[config.mk]
export PLATFORM = sky130hd
export DESIGN_NAME = change_dispenser_flat
export DESIGN_NICKNAME = d
export VERILOG_FILES = /design/src/rtl/change_dispenser_if.sv /design/src/rtl/change_dispenser.sv /design/src/flat_wrapper.sv
export SDC_FILE = /design/constraint.sdc
export NUM_CORES = 1
export LEC_CHECK = 0
export CORE_ASPECT_RATIO = 0.8
export CORE_MARGIN = 2
export CORE_UTILIZATION = 44
export DETAILED_ROUTE_END_ITERATION = 10
export DONT_BUFFER_PORTS = 1
export PLACE_DENSITY = 0.67
export RECOVER_POWER = 50
export SLEW_MARGIN = 20
export SYNTH_ARGS = -nofsm -noshare
export SYNTH_HDL_FRONTEND = slang
export SYNTH_SLANG_ARGS = --single-unit
[constraint.sdc]
create_clock -name clk -period 2.6 [get_ports clk]
set_clock_uncertainty 0.1 [all_clocks]
set_input_delay 0.39 -clock clk [delete_from_list [all_inputs] [get_ports clk]]
set_output_delay 0.39 -clock clk [all_outputs]
set_load 0.01 [all_outputs]
[src/rtl/change_dispenser_if.sv]
// Handshake bundle between the change source, the dispenser and the coin mechanism.
// The dispenser takes the slave side; whoever supplies change and coin_ready takes the master side.
interface change_dispenser_if #(
    parameter int WIDTH = 16
);
    logic [WIDTH-1:0] change_in;
    logic             load;
    logic             coin_ready;
    logic             eject_dollar;
    logic             eject_quarter;
    logic             eject_dime;
    logic             eject_nickel;
    logic             busy;
    logic             done;
    logic             error;
    logic [WIDTH-1:0] remaining;
    logic [7:0]       coins_out;

    modport master (
        output change_in, load, coin_ready,
        input  eject_dollar, eject_quarter, eject_dime, eject_nickel,
        input  busy, done, error, remaining, coins_out
    );

    modport slave (
        input  change_in, load, coin_ready,
        output eject_dollar, eject_quarter, eject_dime, eject_nickel,
        output busy, done, error, remaining, coins_out
    );
endinterface

[src/rtl/change_dispenser.sv]
// Greedy coin dispenser: pays out a cent amount one coin at a time (100/25/10/5),
// pacing solenoid pulses against the coin mechanism's ready line.
module change_dispenser #(
    parameter int WIDTH        = 16,
    parameter int EJECT_CYCLES = 2,
    parameter int GAP_CYCLES   = 1
) (
    input logic               clk,
    input logic               reset,
    change_dispenser_if.slave bus
);

    typedef enum logic [2:0] {
        S_IDLE,
        S_SELECT,
        S_EJECT,
        S_WAIT_READY,
        S_GAP,
        S_DONE
    } state_t;

    typedef enum logic [1:0] {
        COIN_DOLLAR,
        COIN_QUARTER,
        COIN_DIME,
        COIN_NICKEL
    } coin_t;

    localparam logic [15:0] EJECT_LAST = 16'(EJECT_CYCLES - 1);
    localparam logic [15:0] GAP_LAST   = 16'(GAP_CYCLES - 1);

    state_t           state;
    coin_t            coin;
    logic [15:0]      phase;
    logic [WIDTH-1:0] remaining;
    logic [7:0]       coins;
    logic [3:0]       eject;
    logic             busy;
    logic             done;
    logic             error;

    coin_t            pick;
    logic             pick_valid;

    function automatic logic [WIDTH-1:0] coin_value(input coin_t c);
        case (c)
            COIN_DOLLAR:  coin_value = WIDTH'(100);
            COIN_QUARTER: coin_value = WIDTH'(25);
            COIN_DIME:    coin_value = WIDTH'(10);
            default:      coin_value = WIDTH'(5);
        endcase
    endfunction

    // Bit order matches {dollar, quarter, dime, nickel}.
    function automatic logic [3:0] coin_line(input coin_t c);
        case (c)
            COIN_DOLLAR:  coin_line = 4'b1000;
            COIN_QUARTER: coin_line = 4'b0100;
            COIN_DIME:    coin_line = 4'b0010;
            default:      coin_line = 4'b0001;
        endcase
    endfunction

    always_comb begin
        pick       = COIN_NICKEL;
        pick_valid = 1'b1;
        if (remaining >= WIDTH'(100)) begin
            pick = COIN_DOLLAR;
        end else if (remaining >= WIDTH'(25)) begin
            pick = COIN_QUARTER;
        end else if (remaining >= WIDTH'(10)) begin
            pick = COIN_DIME;
        end else if (remaining >= WIDTH'(5)) begin
            pick = COIN_NICKEL;
        end else begin
            pick_valid = 1'b0;
        end
    end

    always_ff @(posedge clk) begin
        if (!reset) begin
            state     <= S_IDLE;
            coin      <= COIN_DOLLAR;
            phase     <= '0;
            remaining <= '0;
            coins     <= '0;
            eject     <= '0;
            busy      <= 1'b0;
            done      <= 1'b0;
            error     <= 1'b0;
        end else begin
            case (state)
                S_IDLE, S_DONE: begin
                    done <= 1'b0;
                    if (bus.load) begin
                        remaining <= bus.change_in;
                        coins     <= '0;
                        error     <= 1'b0;
                        busy      <= 1'b1;
                        state     <= S_SELECT;
                    end else begin
                        state <= S_IDLE;
                    end
                end

                S_SELECT: begin
                    if (!pick_valid) begin
                        // Any sub-nickel residue stays in remaining and is flagged.
                        error <= (remaining != '0);
                        busy  <= 1'b0;
                        done  <= 1'b1;
                        state <= S_DONE;
                    end else begin
                        coin <= pick;
                        if (bus.coin_ready) begin
                            eject <= coin_line(pick);
                            phase <= EJECT_LAST;
                            state <= S_EJECT;
                        end else begin
                            state <= S_WAIT_READY;
                        end
                    end
                end

                S_WAIT_READY: begin
                    if (bus.coin_ready) begin
                        eject <= coin_line(coin);
                        phase <= EJECT_LAST;
                        state <= S_EJECT;
                    end
                end

                S_EJECT: begin
                    if (phase == '0) begin
                        eject     <= '0;
                        remaining <= remaining - coin_value(coin);
                        if (coins != '1) begin
                            coins <= coins + 8'd1;
                        end
                        phase <= GAP_LAST;
                        state <= S_GAP;
                    end else begin
                        phase <= phase - 16'd1;
                    end
                end

                S_GAP: begin
                    if (phase == '0) begin
                        state <= S_SELECT;
                    end else begin
                        phase <= phase - 16'd1;
                    end
                end

                default: begin
                    eject <= '0;
                    busy  <= 1'b0;
                    done  <= 1'b0;
                    state <= S_IDLE;
                end
            endcase
        end
    end

    assign bus.eject_dollar  = eject[3];
    assign bus.eject_quarter = eject[2];
    assign bus.eject_dime    = eject[1];
    assign bus.eject_nickel  = eject[0];
    assign bus.busy          = busy;
    assign bus.done          = done;
    assign bus.error         = error;
    assign bus.remaining     = remaining;
    assign bus.coins_out     = coins;

endmodule

[src/flat_wrapper.sv]
// flat-port wrapper written by rule: the top's interface ports become plain ports
module change_dispenser_flat 
#(
    parameter int WIDTH        = 16,
    parameter int EJECT_CYCLES = 2,
    parameter int GAP_CYCLES   = 1
)
  (clk, reset, bus_change_in, bus_load, bus_coin_ready, bus_eject_dollar, bus_eject_quarter, bus_eject_dime, bus_eject_nickel, bus_busy, bus_done, bus_error, bus_remaining, bus_coins_out);
  change_dispenser_if #(.WIDTH(WIDTH)) bus_i ();
  input logic clk;
  input logic reset;
  input wire logic [$bits(bus_i.change_in)-1:0] bus_change_in;
  input wire logic [$bits(bus_i.load)-1:0] bus_load;
  input wire logic [$bits(bus_i.coin_ready)-1:0] bus_coin_ready;
  output wire logic [$bits(bus_i.eject_dollar)-1:0] bus_eject_dollar;
  output wire logic [$bits(bus_i.eject_quarter)-1:0] bus_eject_quarter;
  output wire logic [$bits(bus_i.eject_dime)-1:0] bus_eject_dime;
  output wire logic [$bits(bus_i.eject_nickel)-1:0] bus_eject_nickel;
  output wire logic [$bits(bus_i.busy)-1:0] bus_busy;
  output wire logic [$bits(bus_i.done)-1:0] bus_done;
  output wire logic [$bits(bus_i.error)-1:0] bus_error;
  output wire logic [$bits(bus_i.remaining)-1:0] bus_remaining;
  output wire logic [$bits(bus_i.coins_out)-1:0] bus_coins_out;
  assign bus_i.change_in = bus_change_in;
  assign bus_i.load = bus_load;
  assign bus_i.coin_ready = bus_coin_ready;
  assign bus_eject_dollar = bus_i.eject_dollar;
  assign bus_eject_quarter = bus_i.eject_quarter;
  assign bus_eject_dime = bus_i.eject_dime;
  assign bus_eject_nickel = bus_i.eject_nickel;
  assign bus_busy = bus_i.busy;
  assign bus_done = bus_i.done;
  assign bus_error = bus_i.error;
  assign bus_remaining = bus_i.remaining;
  assign bus_coins_out = bus_i.coins_out;
  change_dispenser #(.WIDTH(WIDTH), .EJECT_CYCLES(EJECT_CYCLES), .GAP_CYCLES(GAP_CYCLES)) u_core (.clk(clk), .reset(reset), .bus(bus_i));
endmodule
# Word level (Yosys, flattened, before mapping)
# Cells that the tools add are included.
totals:
  register_bits: 52
  in_bits: 20
classes:
  addsub: 3
  order_cmp: 4
  eq_ne: 19
  mux: 45
  bitwise: 2
  n_reduce_logical: 20
ops:
  columns: ["operator", "count"]
  rows:
  - ["$mux W16", 9]
  - ["$pmux W16 S4", 1]
  - ["$pmux W16 S2", 1]
  - ["$mux W8", 3]
  - ["$pmux W4 S3", 2]
  - ["$pmux W7 S3", 1]
  - ["$ge A16 B3 Y1 const B", 1]
  - ["$ge A16 B4 Y1 const B", 1]
  - ["$ge A16 B5 Y1 const B", 1]
  - ["$ge A16 B7 Y1 const B", 1]
  - ["$logic_not A16 Y1", 1]
  - ["$mux W4", 4]
  - ["$pmux W4 S4", 1]
  - ["$pmux W8 S2", 1]
  - ["$reduce_bool A16 Y1", 1]
  - ["$sub A16 B1 Y16 const B", 1]
  - ["$sub A16 B16 Y16", 1]
  - ["$pmux W3 S5", 1]
  - ["$reduce_and A3 Y1", 5]
  - ["$mux W1", 12]
  - ["$mux W3", 4]
  - ["$ne A2 B2 Y1 const B", 5]
  - ["$add A8 B1 Y8 const B", 1]
  - ["$ne A2 B1 Y1 const B", 4]
  - ["19 further kinds", 30]

# Logic depth before layout (Yosys ltp)
# Gate-level depths: netlist of the first run.
depth:
  word_depth: 9
  depth_mapped: 10

# Worst setup path after synthesis of the first run
# No wires, ideal clock.
synth_path:
  kind: "register to register"
  startpoint: "register u_core.coin[0]"
  endpoint: "register u_core.remaining[12] (netlist: u_core.bus.remaining[12])"
  arrival_ps: 2214
  required_ps: 2409
  slack_ps: 195
  stages_incl_launch_ff: 10
  n_path_buf: 0
  synth_period_minus_slack_ps: 2405
  path_cell_list: "dfxtp_1 inv_1 ha_1 ha_1 nor2b_1 o31ai_1 a21oi_1 o41ai_1 a21oi_1 a311oi_1"
synth_via:
  elab_chain_cells: 8
  elab_cells_between_ends: 10
  classes_between: "add/sub (1); eq/ne (2); mux (6); reduce/logical (1)"
synth_rtl:
  columns: ["item", "line", "text"]
  rows:
  - ["start, declared", "change_dispenser.sv:33", "coin_t coin;"]
  - ["start signal, assigned", "change_dispenser.sv:114", "coin <= pick;"]
  - ["$eq A2 B2 Y1, or another cell as far along", "change_dispenser.sv:46", "case (c)"]
  - ["$pmux W7 S3 *", "change_dispenser.sv:46", null]
  - ["$mux W16 *", "change_dispenser.sv:134", "if (phase == '0) begin"]
  - ["$mux W16 *", "change_dispenser.sv:92", "case (state)"]
  - ["$mux W16 *", "change_dispenser.sv:81", "if (!reset) begin"]
  - ["$sub A16 B16 Y16 *", "change_dispenser.sv:136", "remaining <= remaining - coin_value(coin);"]
  - ["$mux W16 *", "change_dispenser.sv:134", null]
  - ["$pmux W16 S2 *", "change_dispenser.sv:92", null]
  - ["end signal, assigned", "change_dispenser.sv:96", "remaining <= bus.change_in;"]
  - ["end signal, assigned", "change_dispenser.sv:136", null]
  - ["end, declared", "change_dispenser.sv:35", "logic [WIDTH-1:0] remaining;"]
# Every way passes the cells marked *; elsewhere a longest branch is shown, timed or not. The select of a mux whose other input is x is not followed.
# A chain may end at the register's enable or synchronous reset.

# Final worst setup path of the first run
layout_path:
  startpoint: "register u_core.coin[0]"
  endpoint: "register u_core.remaining[11] (netlist: u_core.bus.remaining[11])"
# The elaborated chain is that of the path after synthesis.

==> summary.md, run 1 <==
| Metric | Value |
|---|---|
| Status | `complete, no violations` |
| Power Total | `4710 µW` |
| Busiest metal layer after global routing | `met2` |
| Worst hold path stage count | `2` |
| Top cell type's share of synthesized area | `0.319` |
| Setup slack at placement | `between 0.02 and 0.025 ns` |
| Num ports | `51` |
| Smallest setup slack after layout | `0.0834 ns` |
| P&R area growth vs syn | `10.3%` |
| Leak pwr | `about 0.0013 µW` |
| Share of post-route cells with drive strength above 1 | `0.106` |
| Most common flop cell mapped by yosys | `dfxtp_1` |
| Tmin final | `between 2 and 3 ns` |
| Slew headroom | `0.552` |
| Hold bufs inserted after CTS | `0` |
| Final wirelength | `between 8000 and 9000 µm` |
| Die ar. | `between 8000 and 9000 µm²` |
| Post-synth design cell area | `3270 µm²` |
| Pin slew with the least headroom to its limit | `0.672 ns` |
| Count of maximum capacitance violations | `0` |
| Row count | `28` |
| Worst Path Arrival | `2.60 ns` |
| CTS clk-pin slew, worst paths | `about 0.1 ns` |
| Remaining design rule violation count | `0` |
| Critical setup path kind | `reg -> reg` |
| Final Net Count | `466` |
| Syn nets | `451` |
| Root buffer cell | `clkbuf_8` |
| Iter 0 DRT Violations | `171` |
| Cells taking the most area after synthesis | `dfxtp_1 32%, nor2_1 6.2%, ha_1 5.4%` |
| HPWL Detailed | `about 6400 µm` |
| Met3 global-route usage | `0.0654` |
| Sequential share of the synthesized area | `0.319` |
| CTS buffer count | `5` |
| Core ar. | `7290 µm²` |
| Maximum vdd drop | `0.581 mV` |
| Met2 track utilization from global routing | `0.330` |
| # setup viols final | `0` |
| Worst Hold Launch | `reset` |
| Most frequent cells after synthesis | `54 x nor2_1, 52 x dfxtp_1, 39 x nand2_1` |
| Count of mapped cells out of synthesis | `approximately 420` |
| Pwr/cell area | `approximately 1300 nW/µm²` |
| Final Cell Area | `3600 µm²` |
| Pin count of the biggest net entering global routing | `19` |
| Reg-to-reg critical path startpoint | `u_core.coin[0]` |
| Clock tree from TritonCTS | `yes` |
| Via count | `3120` |
| Synth warnings | `0` |
| Yosys top cell by area | `dfxtp_1` |
| Startpoint class of the critical path | `flip-flop` |
| Worst min path class | `in -> reg` |
| Cell with the most instances after synthesis | `nor2_1` |
| Deepest level of the CTS H-tree | `2` |
| Kind of end point of the critical path | `flip-flop` |
| Die height | `81.1 µm` |
| Hold path endpoint | `u_core.bus.busy` |
| Final RePlAce weighted congestion | `0.927` |
| Critical path origin | `u_core.coin[0]` |
| Maximum clock insertion buffer count | `2` |
| N_diodes | `0` |
| Final setup TNS | `0 ns` |
| Critical register-to-register path endpoint | `u_core.bus.remaining[11]` |
| Initial Utilization | `0.448` |
| Via count of the first global-routing pass | `2952` |
| Max Clock Freq | `0.397 GHz` |
| Avg Cell Area, Syn | `7.85 µm²` |
| Hold Violations, Final | `0` |
| Number of storage elements in the synthesis netlist | `52` |
| Die width | `100 µm` |
| Count of TritonRoute iterations in the first routing pass | `5` |
| Number of enable-type register cells in the synthesized netlist | `0` |
| Depth of the most critical reg-to-reg path | `10` |
| Total congestion overflow | `0` |
| Max stage delay cell, worst path | `dfxtp_1` |
| Number of clock sinks seen by CTS | `between 50 and 60` |
| Later-pin clock latency in the skew report | `0.31 ns` |
| Required time worst endpoint | `2.69 ns` |
| Wire length of the first global-routing pass | `14400 µm` |
| CP max FO | `3` |
| Library cells used by synthesis | `65` |
| Number of buffers inserted by post-CTS setup repair | `0` |
| Non-filler instance count after layout | `522` |
| Antenna violations before repair | `0` |
| Cell chain of the critical path | `inv_1 > ha_1 > inv_1 > ha_1 > nor2b_1 > o31ai_2 > a21oi_1 > or2_2 > o311ai_1 > a31oi_1` |
| Worst stage delay on the critical path | `0.32 ns` |
| Number of placed instances with taps included | `514` |
| Remaining number of nets flagged by the antenna check after routing | `0` |
| RSZ-0062 raised after global routing | `true` |
| R2R setup slack | `0.08 ns` |
| Aggregate global-route resource usage | `0.219` |
| Met1 routing resource usage after global routing | `0.308` |
| Ys async rst share | `0` |
| Final-report max-slew violation count | `0` |
| Number of buffers added on ports | `0` |
| Final worst-path cycle share | `0.968` |
| Routed vias/inst | `5.98` |
| Placed inst area | `3500 µm²` |
| Detailed-route wire length per cell | `roughly 16 µm` |
-- metal layers --
metal / vias up / wire length (µm) / part of all wire
met5: - / 0 / 0
li1: 1546 / - / -
met1: 1443 / 4120 / 0.48
met2: 117 / 3640 / 0.42
met3: 14 / 709 / 0.083
met4: 0 / 126 / 0.015
-- repair_timing --
item | 4_1_cts | 5_1_grt
setup endpoints to repair | 2 | 14
gates resized for setup | 1 | 9
hold endpoints to repair | 0 | 0
pin swaps | 0 | 3
-- state kept, by name (all words and copies together) (netlist names) --
name,count
u_core.bus.remaining,16
u_core.phase,16
u_core.bus.coins_out,8
u_core.eject,4
u_core.state,3
u_core.coin,2
u_core.bus.busy,1
u_core.bus.done,1
u_core.bus.error,1
-- worst max path at each step --
| stage | to | slack, ns | depth (start not counted) |
|---|---|---|---|
| 2_1_floorplan | u_core.bus.remaining[12] | 0.20 | 9 |
| 6_report | u_core.bus.remaining[11] | 0.08 | 10 |
| 3_3_place_gp | u_core.bus.remaining[8] | 0.1 | 10 |
| 3_5_place_dp | u_core.bus.remaining[12] | 0.02 | 9 |
| 5_1_grt | u_core.phase[0] | -0.05 | 6 |
| 4_1_cts | u_core.bus.remaining[11] | 0.02 | 9 |
-- through the flow --
| stage | util | hold slack [ns] |
|---|---|---|
| global route | 0.494 | 0.0921 |
| CTS | 0.494 | 0.0921 |
| finish | 0.494 | 0.0952 |
| floorplan | - | 0.357 |
| global placement | 0.480 | 0.376 |
| detailed placement | 0.480 | 0.385 |
-- kinds of logic (layout without fill, tap and decap cells) --
| kind of cell | after synthesis | in the layout | synth area share |
|---|---|---|---|
| and+or+nand+nor | 186 | 186 | 0.295 |
| xor gates and xnor gates | 21 | 21 | 0.0563 |
| muxes | 4 | 4 | 0.0130 |
| DFF | 52 | 52 | 0.319 |
| buffers and inverters | 34 | 50 | 0.0410 |
| adders and majority gates | 15 | 15 | 0.0598 |
| AOI/OAI and AO/OA | 104 | 104 | 0.216 |
-- worst max-delay path, delay by kind of cell (launching register included) --
kind | cells | cell delay, ns
compound gates | 4 | 0.80
flops | 1 | 0.32
fa+ha+maj | 2 | 0.52
simple gates | 2 | 0.47
buf+inv | 2 | 0.18
-- cell usage in the layout, fill, tap and decap left out, types with 3 or more instances in the layout --
master,n
nor2b_1,5
o31ai_1,3
nand3_1,10
nand2b_1,5
or3_1,11
nor2_1,53
clkbuf_8,6
nand2_1,39
a31oi_1,4
o21a_1,7
nand3b_1,3
ha_1,12
buf_4,14
nand4_1,4
nor3_2,3
a311oi_1,5
a21oi_1,17
clkbuf_1,12
o21ai_0,27
dfxtp_1,51
xnor2_1,19
nor3_1,25
nor4_1,8
inv_1,15
a22oi_1,3
a211oi_1,7
or2_2,3
-- where the power goes --
part           total [µW]  leakage, µW  switching (µW)  internal (µW)
Sequential           1270     0.000425             264           1010
Clock                 489    0.0000510             276            213
Combinational        2950     0.000795            1760           1190
Total                4710      0.00127            2300           2410
-- cell type report --
class	instances	area [µm²]
inverter	16	60.1
timing repair buffer	26	150
sequential	52	1040
multi-input combinational	330	2140
fill	712	3680
clock inverter	2	10.0
clock buffer	6	82.6
tap	90	113
Power figures use the tool's default switching activity.
==> run 2, diff against run 1 <==
--- a/config.mk
+++ b/config.mk
@@ -11,4 +11,5 @@
 export DETAILED_ROUTE_END_ITERATION = 10
 export DONT_BUFFER_PORTS = 1
+export HOLD_SLACK_MARGIN = 0.03
 export PLACE_DENSITY = 0.67
 export RECOVER_POWER = 50
==> constraint.sdc (replaced) <==
create_clock -name clk -period 2.6 [get_ports clk]
set_clock_uncertainty 0.1 [all_clocks]
set_input_delay 0.39 -clock clk [delete_from_list [all_inputs] [get_ports clk]]
set_output_delay 0.39 -clock clk [all_outputs]
set_load 0.05 [all_outputs]
==> summary.md, run 2 (synthesis results as in run 1) <==
| Metric | Value |
|---|---|
| Hold Slack | `0.105 ns (+0.0101 ns)` |
| Final-report max-slew violation count | `0 (unchanged)` |
| Met1 routing resource usage after global routing | `0.310 (+0.00287)` |
| Busiest metal layer after global routing | `met1` |
| Leak pwr | `0.00131 µW (+2.9%)` |
| Number of buffers added on ports | `0 (unchanged)` |
| Worst Path Arrival | `2.63 ns (+0.03 ns)` |
| RSZ-0062 raised after global routing | `true` |
| Worst min path class | `in -> reg` |
| Pin count of the biggest net entering global routing | `21 (+2)` |
| Via count | `3128 (+0.26%)` |
| Final Cell Area | `3660 µm² (+1.5%)` |
| Total congestion overflow | `0 (unchanged)` |
| Final RePlAce weighted congestion | `0.909 (-2.0%)` |
| R2R setup slack | `0.10 ns (+0.02 ns)` |
| Most common cell after layout, fill and taps aside | `nor2_1` |
| CP max FO | `6 (+3)` |
| Count of maximum capacitance violations | `0 (unchanged)` |
| Count of TritonRoute iterations in the first routing pass | `5 (unchanged)` |
| Antenna violations before repair | `0 (unchanged)` |
| Core ar. | `7290 µm² (unchanged)` |
| Tmin final | `2.50 ns (-0.0199 ns)` |
| Commonest cells after routing, fill and taps aside | `54 x nor2_1, 52 x dfxtp_1, 39 x nand2_1` |
| CTS buffer count | `5 (unchanged)` |
| HPWL Detailed | `6440 µm (+0.48%)` |
| Kind of end point of the critical path | `flip-flop` |
| Die width | `100 µm (unchanged)` |
| Remaining design rule violation count | `0 (unchanged)` |
| Final Net Count | `480 (+3.0%)` |
| Final wirelength | `8590 µm (about the same)` |
| Die ar. | `8130 µm² (unchanged)` |
| Detailed-route wire length per cell | `16.0 µm (-2.6%)` |
| Routed vias/inst | `5.84 (-2.4%)` |
| Via count of the first global-routing pass | `2763 (-6.4%)` |
| Pin slew with the least headroom to its limit | `0.952 ns (+0.280 ns)` |
| Clock tree from TritonCTS | `yes` |
| Required time worst endpoint | `2.73 ns (+0.04 ns)` |
| Status | `complete, no violations` |
| Share of post-route cells with drive strength above 1 | `0.105 (-0.00110)` |
| Maximum clock insertion buffer count | `2 (unchanged)` |
| Remaining number of nets flagged by the antenna check after routing | `0 (unchanged)` |
| Root buffer cell | `clkbuf_8` |
| Placed inst area | `3620 µm² (+3.4%)` |
| Slew headroom | `0.365 (-0.187)` |
| Startpoint class of the critical path | `flip-flop` |
| Wire length of the first global-routing pass | `13800 µm (-4.2%)` |
| Maximum vdd drop | `0.719 mV (+24%)` |
| Pwr/cell area | `1410 nW/µm² (+7.8%)` |
| Die height | `81.1 µm (unchanged)` |
| Num ports | `51 (unchanged)` |
| Hold Violations, Final | `0 (unchanged)` |
| CTS clk-pin slew, worst paths | `0.11 ns (about the same)` |
| Met2 track utilization from global routing | `0.307 (-0.0221)` |
| N_diodes | `0 (unchanged)` |
| P&R area growth vs syn | `12.0%` |
| Row count | `28 (unchanged)` |
| Critical setup path kind | `reg -> reg` |
| Iter 0 DRT Violations | `163 (-4.7%)` |
| Number of clock sinks seen by CTS | `52 (unchanged)` |
| Met3 global-route usage | `0.0534 (-0.0120)` |
| Aggregate global-route resource usage | `0.213 (-0.00611)` |
| Deepest level of the CTS H-tree | `2 (unchanged)` |
| Initial Utilization | `0.448 (unchanged)` |
| # setup viols final | `0 (unchanged)` |
| Later-pin clock latency in the skew report | `0.31 ns (about the same)` |
| Max Clock Freq | `0.401 GHz (+0.80%)` |
| Final worst-path cycle share | `0.960 (-0.00765)` |
==> run 2: path summary, 6_finish.rpt <==
path,end,cells past startpoint,startpoint
worst max-delay path,u_core.bus.remaining[12],9,u_core.coin[1]
worst min-delay path,u_core.bus.remaining[6],2,reset
worst max register to register,u_core.bus.remaining[12],9,u_core.coin[1]
worst min register to register,u_core.phase[1],2,u_core.phase[1]
==> run 2: metal layers <==
| metal | routed length [µm] | share of wire |
|---|---|---|
| met5 | 0 | 0 |
| met4 | 128 | 0.015 |
| met3 | 583 | 0.068 |
| met2 | 3580 | 0.42 |
| met1 | 4300 | 0.50 |
==> run 2: metrics by stage <==
stage                     setup TNS [ns]  worst slack, ns   util  total power (µW)  std cells
final                                  0            0.103  0.502              5150        536
after floorplan                        0           0.0720      -              3750        416
after detailed placement         -0.0148          -0.0148  0.496              4600        528
after global routing             -0.0459          -0.0459  0.502              5540        536
after CTS                              0           0.0779  0.512              5200        536
after global placement                 0           0.0340  0.496              4560        528
==> run 2: worst max-delay path, cell delays in order, from the launching register on <==
cell and delay (ns):
dfxtp_1 0.39, inv_1 0.08, ha_1 0.29, ha_1 0.33, nor2b_1 0.18, o31ai_2 0.31, a21oi_2 0.16, o41ai_1 0.25
a21oi_1 0.10, a311oi_1 0.23
==> run 2: timing repair <==
item | CTS | global route
endpoints found under the setup margin | 1 | 3
hold buffers | 0 | 0
buffers inserted | 0 | 0
resized for setup | 1 | 3
==> run 2: cell type report <==
class	instances	area (µm²)
Clock buffer	5	68.8
Multi-Input combinational cell	330	2100
Clock inverter	3	42.5
Fill cell	741	3630
Tap cell	90	113
Inverter	16	60.1
Timing Repair Buffer	40	234
Sequential cell	52	1040
==> run 2: power by group <==
| group | switching (µW) | leakage [µW] | internal [µW] |
|---|---|---|---|
| clock network | 281 | 0.0000541 | 285 |
| registers | 239 | 0.000425 | 1000 |
| logic | 2140 | 0.000829 | 1210 |
| total | 2660 | 0.00131 | 2490 |
==> run 3, diff against run 2 <==
- REMOVE_ABC_BUFFERS: not set -> 1
- SKIP_CTS_REPAIR_TIMING: not set -> 1
==> summary.md, run 3 (synthesis results as in run 1) <==
| Metric | Value |
|---|---|
| Final RePlAce weighted congestion | `0.856 (-5.8%)` |
| Remaining number of nets flagged by the antenna check after routing | `0 (unchanged)` |
| Depth of the most critical reg-to-reg path | `9 (unchanged)` |
| Final worst-path cycle share | `0.954 (-0.00578)` |
| Worst hold path stage count | `2 (unchanged)` |
| Max Clock Freq | `0.403 GHz (+0.61%)` |
| Aggregate global-route resource usage | `0.212 (-0.000696)` |
| Filler cell count in the final layout | `733 (-1.1%)` |
| Slew headroom | `0.318 (-0.0467)` |
| Final wirelength | `8380 µm (-2.5%)` |
| Die width | `100 µm (unchanged)` |
| Num ports | `51 (unchanged)` |
| Final Net Count | `478 (-0.42%)` |
| Count of maximum capacitance violations | `0 (unchanged)` |
| Root buffer cell | `clkbuf_8` |
| Later-pin clock latency in the skew report | `0.31 ns (about the same)` |
| Number of buffers added on ports | `0 (unchanged)` |
| P&R area growth vs syn | `12.2%` |
| # setup viols final | `0 (unchanged)` |
| Critical setup path kind | `reg -> reg` |
| Number of clock sinks seen by CTS | `52 (unchanged)` |
| Iter 0 DRT Violations | `159 (-2.5%)` |
| N_diodes | `0 (unchanged)` |
| Kind of end point of the critical path | `flip-flop` |
| Final Cell Area | `3660 µm² (+0.21%)` |
| Routed vias/inst | `5.92 (+1.4%)` |
| Pin count of the biggest net entering global routing | `21 (unchanged)` |
| Final-report max-slew violation count | `0 (unchanged)` |
| CTS buffer count | `5 (unchanged)` |
| CTS clk-pin slew, worst paths | `0.10 ns (about the same)` |
| Hold Violations, Final | `0 (unchanged)` |
| Die ar. | `8130 µm² (unchanged)` |
| Worst Path Arrival | `2.60 ns (-0.03 ns)` |
| Hold Slack | `0.107 ns (+0.00185 ns)` |
| Pwr/cell area | `1410 nW/µm² (-0.17%)` |
| Die height | `81.1 µm (unchanged)` |
| HPWL Detailed | `6390 µm (-0.79%)` |
| Most common cell after layout, fill and taps aside | `nor2_1` |
| Via count | `3161 (+1.1%)` |
| Initial Utilization | `0.448 (unchanged)` |
| Share of post-route cells with drive strength above 1 | `0.115 (+0.00948)` |
| Total congestion overflow | `0 (unchanged)` |
| Worst min path class | `in -> reg` |
| Detailed-route wire length per cell | `15.7 µm (-2.2%)` |
| Maximum vdd drop | `0.595 mV (-17%)` |
| Deepest level of the CTS H-tree | `2 (unchanged)` |
| Row count | `28 (unchanged)` |
| Pin slew with the least headroom to its limit | `1.02 ns (+0.0701 ns)` |
| Count of TritonRoute iterations in the first routing pass | `5 (unchanged)` |
| Startpoint class of the critical path | `flip-flop` |
| RSZ-0062 raised after global routing | `true` |
| Required time worst endpoint | `2.72 ns (about the same)` |
| Commonest cells after routing, fill and taps aside | `53 x nor2_1, 51 x dfxtp_1, 39 x nand2_1` |
| Core ar. | `7290 µm² (unchanged)` |
| Antenna violations before repair | `0 (unchanged)` |
| Remaining design rule violation count | `0 (unchanged)` |
| Clock tree from TritonCTS | `yes` |
| Maximum clock insertion buffer count | `2 (unchanged)` |
| Tmin final | `2.48 ns (-0.0150 ns)` |
| Leak pwr | `0.00132 µW (+0.68%)` |
| CP max FO | `6 (unchanged)` |
| Status | `complete, no violations` |
| Placed inst area | `3600 µm² (-0.42%)` |
| Wire length of the first global-routing pass | `13900 µm (+0.85%)` |
| Via count of the first global-routing pass | `2831 (+2.5%)` |
-- run 3: area by class of cell --
type | instances | area [µm²] | area share
timing repair buffer | 38 | 230 | 0.0628
tap | 90 | 113 | 0.0307
clock buffer | 5 | 68.8 | 0.0188
sequential | 52 | 1040 | 0.284
inverter | 16 | 60.1 | 0.0164
multi-input combinational | 330 | 2110 | 0.575
clock inverter | 3 | 42.5 | 0.0116
-- run 3: final timing paths --
check / startpoint / to / slack [ns]
worst max-delay path: u_core.coin[1] / u_core.bus.remaining[12] / 0.12
worst min-delay path: reset / u_core.bus.busy / 0.11
worst max register to register: u_core.coin[1] / u_core.bus.remaining[12] / 0.12
worst min register to register: u_core.phase[1] / u_core.phase[1] / 0.39
-- run 3: layer usage --
layer | global-route usage | part of all wire
met2 | 0.302 | 0.43
met1 | 0.316 | 0.49
met5 | 0 | 0
met3 | 0.0491 | 0.066
met4 | 0.0644 | 0.016
-- run 3: worst max-delay path, cell delays in order, from the launching register on --
cell      delay [ns]
dfxtp_2         0.37
inv_1           0.06
ha_1            0.31
ha_1            0.33
nor2b_1         0.18
o31ai_2         0.29
a21oi_2         0.16
o41ai_2         0.24
a21oi_1         0.11
a311oi_1        0.24
-- run 3: stage by stage --
stage                     setup slack (ns)  instances  total power, µW  setup TNS [ns]  utilization
after global placement              0.0802        526             4560               0        0.494
after global routing               -0.0147        534             5610         -0.0147        0.503
after floorplan                     -0.437        398             3700           -3.67            -
final                                0.118        534             5160               0        0.503
after detailed placement            -0.103        526             4600          -0.103        0.494
after CTS                           -0.123        534             5180          -0.123        0.510
-- run 3: power breakdown --
part | internal [µW] | leakage (µW) | switching [µW] | total, µW
clock | 285 | 0.0000541 | 277 | 562
sequential | 1010 | 0.000425 | 262 | 1270
combinational | 1220 | 0.000837 | 2110 | 3330
total | 2510 | 0.00132 | 2640 | 5160
